### src/rtl/io_pkg.sv
// Shared definitions for the board-input front end: bit ranges of the
// button/switch groups, default timing parameters and a counter-width helper.
package io_pkg;

  // Bit ranges of the raw input vector
  localparam int BTN_LO = 0;
  localparam int BTN_HI = 3;
  localparam int SW_LO  = 4;
  localparam int SW_HI  = 11;

  // Defaults: 1 kHz sample tick at 50 MHz, 8 agreeing ticks to flip
  localparam int N_IN_DEF   = 12;
  localparam int PRESC_DEF  = 50000;
  localparam int STABLE_DEF = 8;

  // Width of a counter that must hold values 0..max_val
  function automatic int cnt_width(input int max_val);
    if (max_val < 1) return 1;
    return $clog2(max_val + 1);
  endfunction

endpackage

### src/rtl/debounce_in_if.sv
// Bus between the input front end and its consumer (the computer's input
// ports). The falling-event vector exists only when DEBOUNCE_FALL_EVT_EN
// is defined.
interface debounce_in_if #(
  parameter int N_IN = 12
);

  logic [N_IN-1:0] raw;
  logic [N_IN-1:0] state;
  logic [N_IN-1:0] evt;
  logic            clr_we;
  logic [N_IN-1:0] clr_mask;
  logic [N_IN-1:0] irq_mask;
  logic            irq;
  logic            tick;
`ifdef DEBOUNCE_FALL_EVT_EN
  logic [N_IN-1:0] fevt;

  modport master (
    output raw, clr_we, clr_mask, irq_mask,
    input  state, evt, fevt, irq, tick
  );

  modport slave (
    input  raw, clr_we, clr_mask, irq_mask,
    output state, evt, fevt, irq, tick
  );
`else
  modport master (
    output raw, clr_we, clr_mask, irq_mask,
    input  state, evt, irq, tick
  );

  modport slave (
    input  raw, clr_we, clr_mask, irq_mask,
    output state, evt, irq, tick
  );
`endif

endinterface

### src/rtl/deb_cell.sv
// One debounced input line: 2-FF synchronizer, stable counter and the
// debounced level flop. The counter only advances on sample ticks, and any
// agreeing sample restarts it, so short glitches never reach the output.
module deb_cell
  import io_pkg::*;
#(
  parameter int STABLE = STABLE_DEF
) (
  input  logic clk,
  input  logic reset,
  input  logic raw,
  input  logic tick,
  output logic state
);

  localparam int CW = cnt_width(STABLE);

  logic [1:0]    sync;
  logic          raw_s;
  logic [CW-1:0] count;

  assign raw_s = sync[1];

  // Two-flop synchronizer for the asynchronous board input
  always_ff @(posedge clk or posedge reset) begin
    if (reset) begin
      sync <= '0;
    end else begin
      sync <= {sync[0], raw};
    end
  end

  // Count consecutive disagreeing ticks; flip the level after STABLE of them
  always_ff @(posedge clk or posedge reset) begin
    if (reset) begin
      count <= '0;
      state <= 1'b0;
    end else if (tick) begin
      if (raw_s == state) begin
        count <= '0;
      end else if (count == CW'(STABLE - 1)) begin
        state <= raw_s;
        count <= '0;
      end else begin
        count <= count + 1'b1;
      end
    end
  end

endmodule

### src/rtl/debounce_in.sv
// Board-input front end: sample-tick prescaler, one debounce cell per input,
// rising-edge event latches with write-1-to-clear and a registered interrupt.
// Optional feature macro: DEBOUNCE_FALL_EVT_EN adds falling-edge events
// (fevt) that share the clear path and also feed the interrupt.
module debounce_in
  import io_pkg::*;
#(
  parameter int N_IN   = N_IN_DEF,
  parameter int PRESC  = PRESC_DEF,
  parameter int STABLE = STABLE_DEF
) (
  input logic          clk,
  input logic          reset,
  debounce_in_if.slave bus
);

  localparam int PW = cnt_width(PRESC);

  logic [PW-1:0]   presc_cnt;
  logic [PW-1:0]   presc_next;
  logic            tick;
  logic [N_IN-1:0] state;
  logic [N_IN-1:0] state_d;
  logic [N_IN-1:0] clr_bits;
  logic [N_IN-1:0] evt;
  logic [N_IN-1:0] irq_src;
  logic            irq;
`ifdef DEBOUNCE_FALL_EVT_EN
  logic [N_IN-1:0] fevt;
`endif

  // Prescaler next value: count 0..PRESC-1 and wrap
  always_comb begin
    presc_next = presc_cnt + 1'b1;
    if (presc_cnt == PW'(PRESC - 1)) begin
      presc_next = '0;
    end
  end

  // Prescaler and registered tick; tick tracks counter==PRESC-1 (constant 1
  // once out of reset when PRESC is 1)
  always_ff @(posedge clk or posedge reset) begin
    if (reset) begin
      presc_cnt <= '0;
      tick      <= 1'b0;
    end else begin
      presc_cnt <= presc_next;
      tick      <= (presc_next == PW'(PRESC - 1));
    end
  end

  for (genvar gi = 0; gi < N_IN; gi++) begin : g_cell
    deb_cell #(
      .STABLE (STABLE)
    ) u_cell (
      .clk   (clk),
      .reset (reset),
      .raw   (bus.raw[gi]),
      .tick  (tick),
      .state (state[gi])
    );
  end

  assign clr_bits = bus.clr_we ? bus.clr_mask : '0;

  // Previous-cycle debounced levels for edge detection
  always_ff @(posedge clk or posedge reset) begin
    if (reset) begin
      state_d <= '0;
    end else begin
      state_d <= state;
    end
  end

  for (genvar gi = 0; gi < N_IN; gi++) begin : g_evt
    logic rise_bit;
    logic evt_bit;

    assign rise_bit = state[gi] & ~state_d[gi];

    // Sticky rising-edge latch; a new edge beats a same-cycle clear
    always_ff @(posedge clk or posedge reset) begin
      if (reset) begin
        evt_bit <= 1'b0;
      end else if (rise_bit) begin
        evt_bit <= 1'b1;
      end else if (clr_bits[gi]) begin
        evt_bit <= 1'b0;
      end
    end

    assign evt[gi] = evt_bit;

`ifdef DEBOUNCE_FALL_EVT_EN
    logic fall_bit;
    logic fevt_bit;

    assign fall_bit = ~state[gi] & state_d[gi];

    // Sticky falling-edge latch with the same clear and set-wins behaviour
    always_ff @(posedge clk or posedge reset) begin
      if (reset) begin
        fevt_bit <= 1'b0;
      end else if (fall_bit) begin
        fevt_bit <= 1'b1;
      end else if (clr_bits[gi]) begin
        fevt_bit <= 1'b0;
      end
    end

    assign fevt[gi] = fevt_bit;
`endif
  end

`ifdef DEBOUNCE_FALL_EVT_EN
  assign irq_src = evt | fevt;
  assign bus.fevt = fevt;
`else
  assign irq_src = evt;
`endif

  // Interrupt is the registered OR of enabled sticky events
  always_ff @(posedge clk or posedge reset) begin
    if (reset) begin
      irq <= 1'b0;
    end else begin
      irq <= |(irq_src & bus.irq_mask);
    end
  end

  assign bus.state = state;
  assign bus.evt   = evt;
  assign bus.irq   = irq;
  assign bus.tick  = tick;

endmodule
### src/flat_wrapper.sv
// flat-port wrapper written by rule: the top's interface ports become plain ports
module debounce_in_flat import io_pkg::*;
#(
  parameter int N_IN   = N_IN_DEF,
  parameter int PRESC  = PRESC_DEF,
  parameter int STABLE = STABLE_DEF
)
  (clk, reset, bus_raw, bus_clr_we, bus_clr_mask, bus_irq_mask, bus_state, bus_evt, bus_irq, bus_tick);
  debounce_in_if #(.N_IN(N_IN)) bus_i ();
  input logic clk;
  input logic reset;
  input wire logic [$bits(bus_i.raw)-1:0] bus_raw;
  input wire logic [$bits(bus_i.clr_we)-1:0] bus_clr_we;
  input wire logic [$bits(bus_i.clr_mask)-1:0] bus_clr_mask;
  input wire logic [$bits(bus_i.irq_mask)-1:0] bus_irq_mask;
  output wire logic [$bits(bus_i.state)-1:0] bus_state;
  output wire logic [$bits(bus_i.evt)-1:0] bus_evt;
  output wire logic [$bits(bus_i.irq)-1:0] bus_irq;
  output wire logic [$bits(bus_i.tick)-1:0] bus_tick;
  assign bus_i.raw = bus_raw;
  assign bus_i.clr_we = bus_clr_we;
  assign bus_i.clr_mask = bus_clr_mask;
  assign bus_i.irq_mask = bus_irq_mask;
  assign bus_state = bus_i.state;
  assign bus_evt = bus_i.evt;
  assign bus_irq = bus_i.irq;
  assign bus_tick = bus_i.tick;
  debounce_in #(.N_IN(N_IN), .PRESC(PRESC), .STABLE(STABLE)) u_core (.clk(clk), .reset(reset), .bus(bus_i));
endmodule
### config.mk
export PLATFORM = sky130hd
export DESIGN_NAME = debounce_in_flat
export DESIGN_NICKNAME = d
export VERILOG_FILES = /design/src/rtl/io_pkg.sv /design/src/rtl/debounce_in_if.sv /design/src/rtl/deb_cell.sv /design/src/rtl/debounce_in.sv /design/src/flat_wrapper.sv
export SDC_FILE = /design/constraint.sdc
export NUM_CORES = 1
export LEC_CHECK = 0
export CAP_MARGIN = 20
export CORE_MARGIN = 2
export CORE_UTILIZATION = 56
export CTS_CLUSTER_SIZE = 20
export DETAILED_ROUTE_END_ITERATION = 7
export PLACE_DENSITY = 0.8
export SLEW_MARGIN = 20
export SYNTH_ARGS = -nofsm -noshare
export SYNTH_HDL_FRONTEND = slang
export SYNTH_SLANG_ARGS = --single-unit
### constraint.sdc
create_clock -name clk -period 5.56 [get_ports clk]
set_input_delay 1.112 -clock clk [delete_from_list [all_inputs] [get_ports clk]]
set_output_delay 1.112 -clock clk [all_outputs]
set_load 0.02 [all_outputs]
; After elaboration in Yosys (flattened, before gate mapping)
; Cells that the tools add are included.
[word_totals]
ff_bits = 126
inputBits = 39
output_inout_bits = 26
elab_cells = 203
[op_classes]
n_addsub = 13
eq_ne = 26
n_mux = 50
bitwise_logic = 37
n_reduce_logical = 25
[ops]
columns = cell, count
row1 = 4-bit two-way mux, 24
row2 = "4-bit by 1-bit adder with 4-bit output, second input constant", 12
row3 = "4-bit by 3-bit equality test with 1-bit output, second input constant", 12
row4 = 3-bit AND reduction, 12
row5 = "16-bit equality test, second input constant", 2
row6 = 1-bit two-way mux, 24
row7 = 1-bit NOT, 24
row8 = 2-bit nonzero test, 12
row9 = "16-bit by 1-bit adder with 16-bit output, second input constant", 1
row10 = 16-bit two-way mux, 1
row11 = 1-bit AND, 12
row12 = 12-bit AND, 1
row13 = 1-bit equality test, 12
row14 = 12-bit two-way mux, 1
row15 = 12-bit OR reduction, 1

; Logic depth before layout (Yosys ltp)
[depth]
ltp_word = 3
mapped_depth = 6
mapped_depth_nobuf = 6

; Cells and area by module
; From an unflattened synthesis, not the netlist that was laid out.
[unflattened]
hier_cells = 500
area_unflattened_um2 = 5745.5
[modules_own_cells]
columns = mod, instances, cells_per_inst, area_each_um2, seq_area_each_um2
row1 = deb_cell, 12, 26, 316.6, 175.2
row2 = debounce_in, 1, 188, 1946.9, 1051.0

; Least setup slack after synthesis
; No wires, ideal clock.
[synth_path]
path_type = register -> register
startpoint = register u_core.presc_cnt[0]
endpoint = register u_core.tick (netlist: u_core.bus.tick)
setup_ns = 0.111
arrival_ns = 2.213
t_required_ns = 5.449
setup_slack_ns = 3.236
stages_incl_launch_ff = 7
path_buffers = 0
period_less_slack_ns = 2.324
cell_sequence = dfrtp_1 -> ha_1 -> or3b_1 -> or4_1 -> and3_1 -> a2111o_1 -> a2111oi_2
[synth_between]
elab_chain_cells = 3
elab_cells_between_ends = 4
cone_classes = add/sub (1) / eq/ne (2) / mux (1)
[synth_rtl]
columns = element, line_no
row1 = "start, declared", debounce_in.sv:19  ; logic [PW-1:0] presc_cnt;
row2 = "start signal, assigned", debounce_in.sv:47  ; presc_cnt <= presc_next;
row3 = 16-bit by 1-bit adder with 16-bit output or 16-bit equality test (tied branches), "debounce_in.sv:34, debounce_in.sv:35"
row4 = 16-bit two-way mux *, debounce_in.sv:35  ; if (presc_cnt == PW'(PRESC - 1)) begin
row5 = 16-bit equality test *, debounce_in.sv:48  ; tick <= (presc_next == PW'(PRESC - 1));
row6 = "end signal, assigned", debounce_in.sv:48
row7 = "end, declared", debounce_in.sv:21  ; logic tick;
; Mark *: on every way between the ends. The rest lies on a longest branch, timed or not.
; A chain may end at the register's enable or synchronous reset.

; Final worst setup path
[layout_path]
startpoint = register u_core.g_cell[9].u_cell.state
endpoint = output bus_state[9]
[layout_lines]
columns = element, line_no
row1 = "start, declared", deb_cell.sv:13  ; output logic state
row2 = "start signal, assigned", deb_cell.sv:42  ; state <= raw_s;
row3 = "end, declared", flat_wrapper.sv:16  ; output wire logic [$bits(bus_i.state)-1:0] bus_state;
; No word-level cell between the ends.

==> impl_summary.log <==
INFO  metric worst-path-buf-inv = 1
INFO  metric fraction_of_layout_cells_with_a_size_suffix_above_1 = 0.06868
INFO  metric htree_num_levels = 4
INFO  metric finalMaxSlewViolations = 0
INFO  metric grt_start_max_net_pins = 85
INFO  metric critPathMaxStageDelay = approximately 0.65 ns
INFO  metric intPower = about 1600 uW
INFO  metric power.sequential.fraction = 0.455
INFO  metric quantity_of_i_o_buffers_inserted_on_ports = 64
INFO  metric final.setup.tns = 0 ns
INFO  metric gr-usage-all-layers = 0.2230
INFO  metric dpl.hpwl = roughly 7300 um
INFO  metric dr.first_iter.drc_count = 214
INFO  metric vdd_drop_max = 0.0001907 V
INFO  metric syn_to_final_growth = 21.51%
INFO  metric switching_share = 0.1965
INFO  metric post-route-period-util = 0.4920
INFO  metric p_per_area = 302.1 nW/um2
INFO  metric globalRoute.totalOverflow = 0
INFO  metric unrepaired_setup_endpoints_after_global_routing = no
INFO  metric postCtsSetupBuffers = 0
INFO  metric power.clock.fraction = 0.516
INFO  metric core.rowCount = 36
INFO  metric synth_top_area_cell = sky130_fd_sc_hd__dfrtp_1
INFO  metric timing_worst_slew_pin_value = 0.7219 ns
INFO  metric synth-seq-cells = 126
INFO  metric yosysTopAreaCellShare = 0.5658
INFO  metric setup.worst_path.class = flip-flop to output pin
INFO  metric number_of_nets_produced_by_synthesis = 585
INFO  metric worst-r2r-cell-count = 6
INFO  metric net-switching-power = 402.1 uW
INFO  metric syn-cell-area = roughly 5600 um2
INFO  metric tritoncts = yes
INFO  metric cp.depth = 1
INFO  metric floorplan.core_area = slightly below 10000 um2
INFO  metric antennaDiodeCount = 0
INFO  metric finalCriticalPeriod = 2.735 ns
INFO  metric portion_of_total_power_attributed_to_combinational_logic = 0.028
INFO  metric final_area = 6771 um2
INFO  metric io_pins = 65
INFO  metric ys_async_sr_fraction = 1.000
INFO  metric post_cts_hold_buffer_count = 0
INFO  metric cts_root_buffer = sky130_fd_sc_hd__clkbuf_8
INFO  metric finalHoldViolCount = 0
INFO  metric routed_wire_length_per_instance = 15.08 um
INFO  metric placed_area = 6188 um2
INFO  metric synth-edff-count = 0
INFO  metric clock.fmax = roughly 370 MHz
INFO  metric clock_insertion_delay_at_the_later_pin_of_the_skew_report = around 0.51 ns
INFO  metric totalWireLength = 11010 um
INFO  metric max-clock-path-buffers = 2
INFO  metric maxSlewHeadroom = 0.5187
INFO  metric ant_nets = 0
INFO  metric cp_data_required_time = ~4.5 ns
INFO  metric tritoncts_num_sinks = approximately 130
INFO  metric worstPathArrival = 1.62 ns
INFO  metric worstHoldPathCells = 0
INFO  metric seq_area_frac_synth = 0.5658
INFO  metric synthDistinctLibCells = 38
INFO  metric setup_violations = 0
INFO  metric grt_antenna_before_repair = 0
INFO  metric post-place-ws = about 3.1 ns
INFO  metric static-leakage-power = slightly below 0.003 uW
INFO  metric startpoint_type = flip-flop
INFO  metric yosys_most_used_dff = sky130_fd_sc_hd__dfrtp_1
INFO  metric synthCells = 532
INFO  metric fin_skew = between 0.005 and 0.006 ns
INFO  metric netlist_top_cells_area = sky130_fd_sc_hd__dfrtp_1 57%, sky130_fd_sc_hd__nand2_1 6.6%, sky130_fd_sc_hd__o21ai_0 4.3%
INFO  metric grt_pass1_wl = 19110 um
INFO  metric critPathMaxFanout = 5
INFO  metric slowest_stage = sky130_fd_sc_hd__clkdlybuf4s50_1
INFO  metric total_power = 2046 uW
INFO  metric chipWidth = 103.8 um
INFO  metric fp.dieArea = roughly 11000 um2
INFO  metric worstPathCellList = clkdlybuf4s50_1
INFO  metric critical-path-top-delay-family = buffers and inverters
INFO  metric routability_congestion_estimate = ~0.8
INFO  metric drv_cap = 0
INFO  metric floorplan.initialDensity = 0.5728
INFO  metric syn-mean-instance-area = between 10 and 15 um2
INFO  metric dr_total_vias = 4006
INFO  metric cts-resized-gates = 0
INFO  metric setup_ws = 2.825 ns
INFO  metric nets = roughly 640
INFO  metric cp-end-kind = output pin
INFO  metric drt-vias-per-instance = 5.488
INFO  metric holdCritPathClass = flip-flop to flip-flop
INFO  metric clk_transition_reported_paths = 0.06 ns
INFO  metric detailedRoute.firstPassIterationCount = 5
INFO  metric synth-warning-count = 0
INFO  metric drc_errors = 0
INFO  metric cts_inserted_buffers = 17
INFO  metric layout.filler_cells = 726
INFO  metric grt_pass1_vias = 3984
INFO  metric height_of_the_chip = 103.8 um
INFO  metric outcome = finished clean
per-stage QoR:
step | instances | util | hold WS [ns]
3_3_place_gp | 698 | 0.6361 | 0.3334
4_1_cts | 730 | 0.6960 | 0.3492
5_1_grt | 730 | 0.6960 | 0.3546
6_report | 730 | 0.6960 | 0.3464
2_1_floorplan | 532 | - | 0.3312
3_5_place_dp | 698 | 0.6361 | 0.3363
worst reg2reg max path: stages, from the launching register on:
cell	delay, ns
sky130_fd_sc_hd__dfrtp_1	0.44
sky130_fd_sc_hd__ha_1	0.30
sky130_fd_sc_hd__or3b_1	0.35
sky130_fd_sc_hd__or4_1	0.38
sky130_fd_sc_hd__and3_1	0.19
sky130_fd_sc_hd__a2111o_1	0.40
sky130_fd_sc_hd__a2111oi_2	0.27
Yosys cell counts (all sizes together), types with 2 or more instances:
cell type / count
a21oi: 2
a221oi: 3
a22o: 3
and3: 15
buf: 27
clkbuf: 7
dfrtp: 126
ha: 14
inv: 28
mux2: 3
mux2i: 10
nand2: 98
nand2b: 3
nand3: 19
nand3b: 21
nand4: 2
nor2: 18
nor3: 5
nor3b: 10
o21ai: 48
o22ai: 13
o31ai: 22
or3: 2
or4: 2
xnor2: 13
xor2: 10
power groups by stage:
| stage | clock network [uW] | registers (uW) | logic, uW |
|---|---|---|---|
| finish | 1060 | 932 | 58.2 |
| global route | 1130 | 932 | 65.4 |
| CTS | 1080 | 932 | 60.0 |
| floorplan | 0 | 946 | 23.7 |
| detailed placement | 0 | 947 | 59.2 |
| global placement | 0 | 947 | 58.4 |
sequential cells by signal (all words and copies together) (netlist names):
name and count:
u_core.bus.tick 1, u_core.state_d 12, u_core.g_cell.u_cell.state 12, u_core.g_evt.evt_bit 12, u_core.g_cell.u_cell.sync 24, u_core.bus.irq 1, u_core.g_cell.u_cell.count 48, u_core.presc_cnt 16
metal layers:
| layer | GRT usage | share of wire | vias to the layer above |
|---|---|---|---|
| met4 | 0.08205 | 0.018 | 0 |
| li1 | - | - | 1931 |
| met3 | 0.07048 | 0.046 | 19 |
| met1 | 0.2803 | 0.43 | 1938 |
| met2 | 0.3647 | 0.50 | 118 |
| met5 | 0 | 0 | - |
final timing paths:
kind,start,to,slack (ns)
worst min register to register,u_core.g_cell[3].u_cell.sync[0],u_core.g_cell[3].u_cell.sync[1],0.35
worst max register to register,u_core.presc_cnt[0],u_core.bus.tick,3.11
worst max-delay path,u_core.g_cell[9].u_cell.state,bus_state[9],2.82
max in group asynchronous,reset,u_core.bus.tick,3.67
min in group asynchronous,reset,u_core.g_cell[7].u_cell.sync[0],0.92
worst min-delay path,u_core.g_cell[3].u_cell.sync[0],u_core.g_cell[3].u_cell.sync[1],0.35
area by class of cell:
cell class	count	area (um2)	share of cell area
sequential	126	3154	0.4658
multi-input combinational	344	2097	0.3097
timing repair buffer	67	663.1	0.09793
clock buffer	28	535.5	0.07908
tap	133	166.4	0.02458
inverter	28	107.6	0.01589
clock inverter	4	47.55	0.007021
placed cells by master (no fill, tap or decap), drive strengths merged, types with 15 or more instances in the layout:
cell	synthesis	final
o31ai	22	22
clkbuf	7	28
o21ai	48	48
nand2	98	98
nand3	19	19
nor2	18	18
dfrtp	126	126
and3	15	15
clkdlybuf4s50	0	64
nand3b	21	21
inv	28	28
kinds of logic after synthesis:
group | share of synthesized area
simple gates | 0.1767
fa+ha+maj | 0.03143
flops | 0.5658
mux | 0.02402
compound gates | 0.1080
xor+xnor | 0.03615
buf+inv | 0.05793
Power figures use the tool's default switching activity.
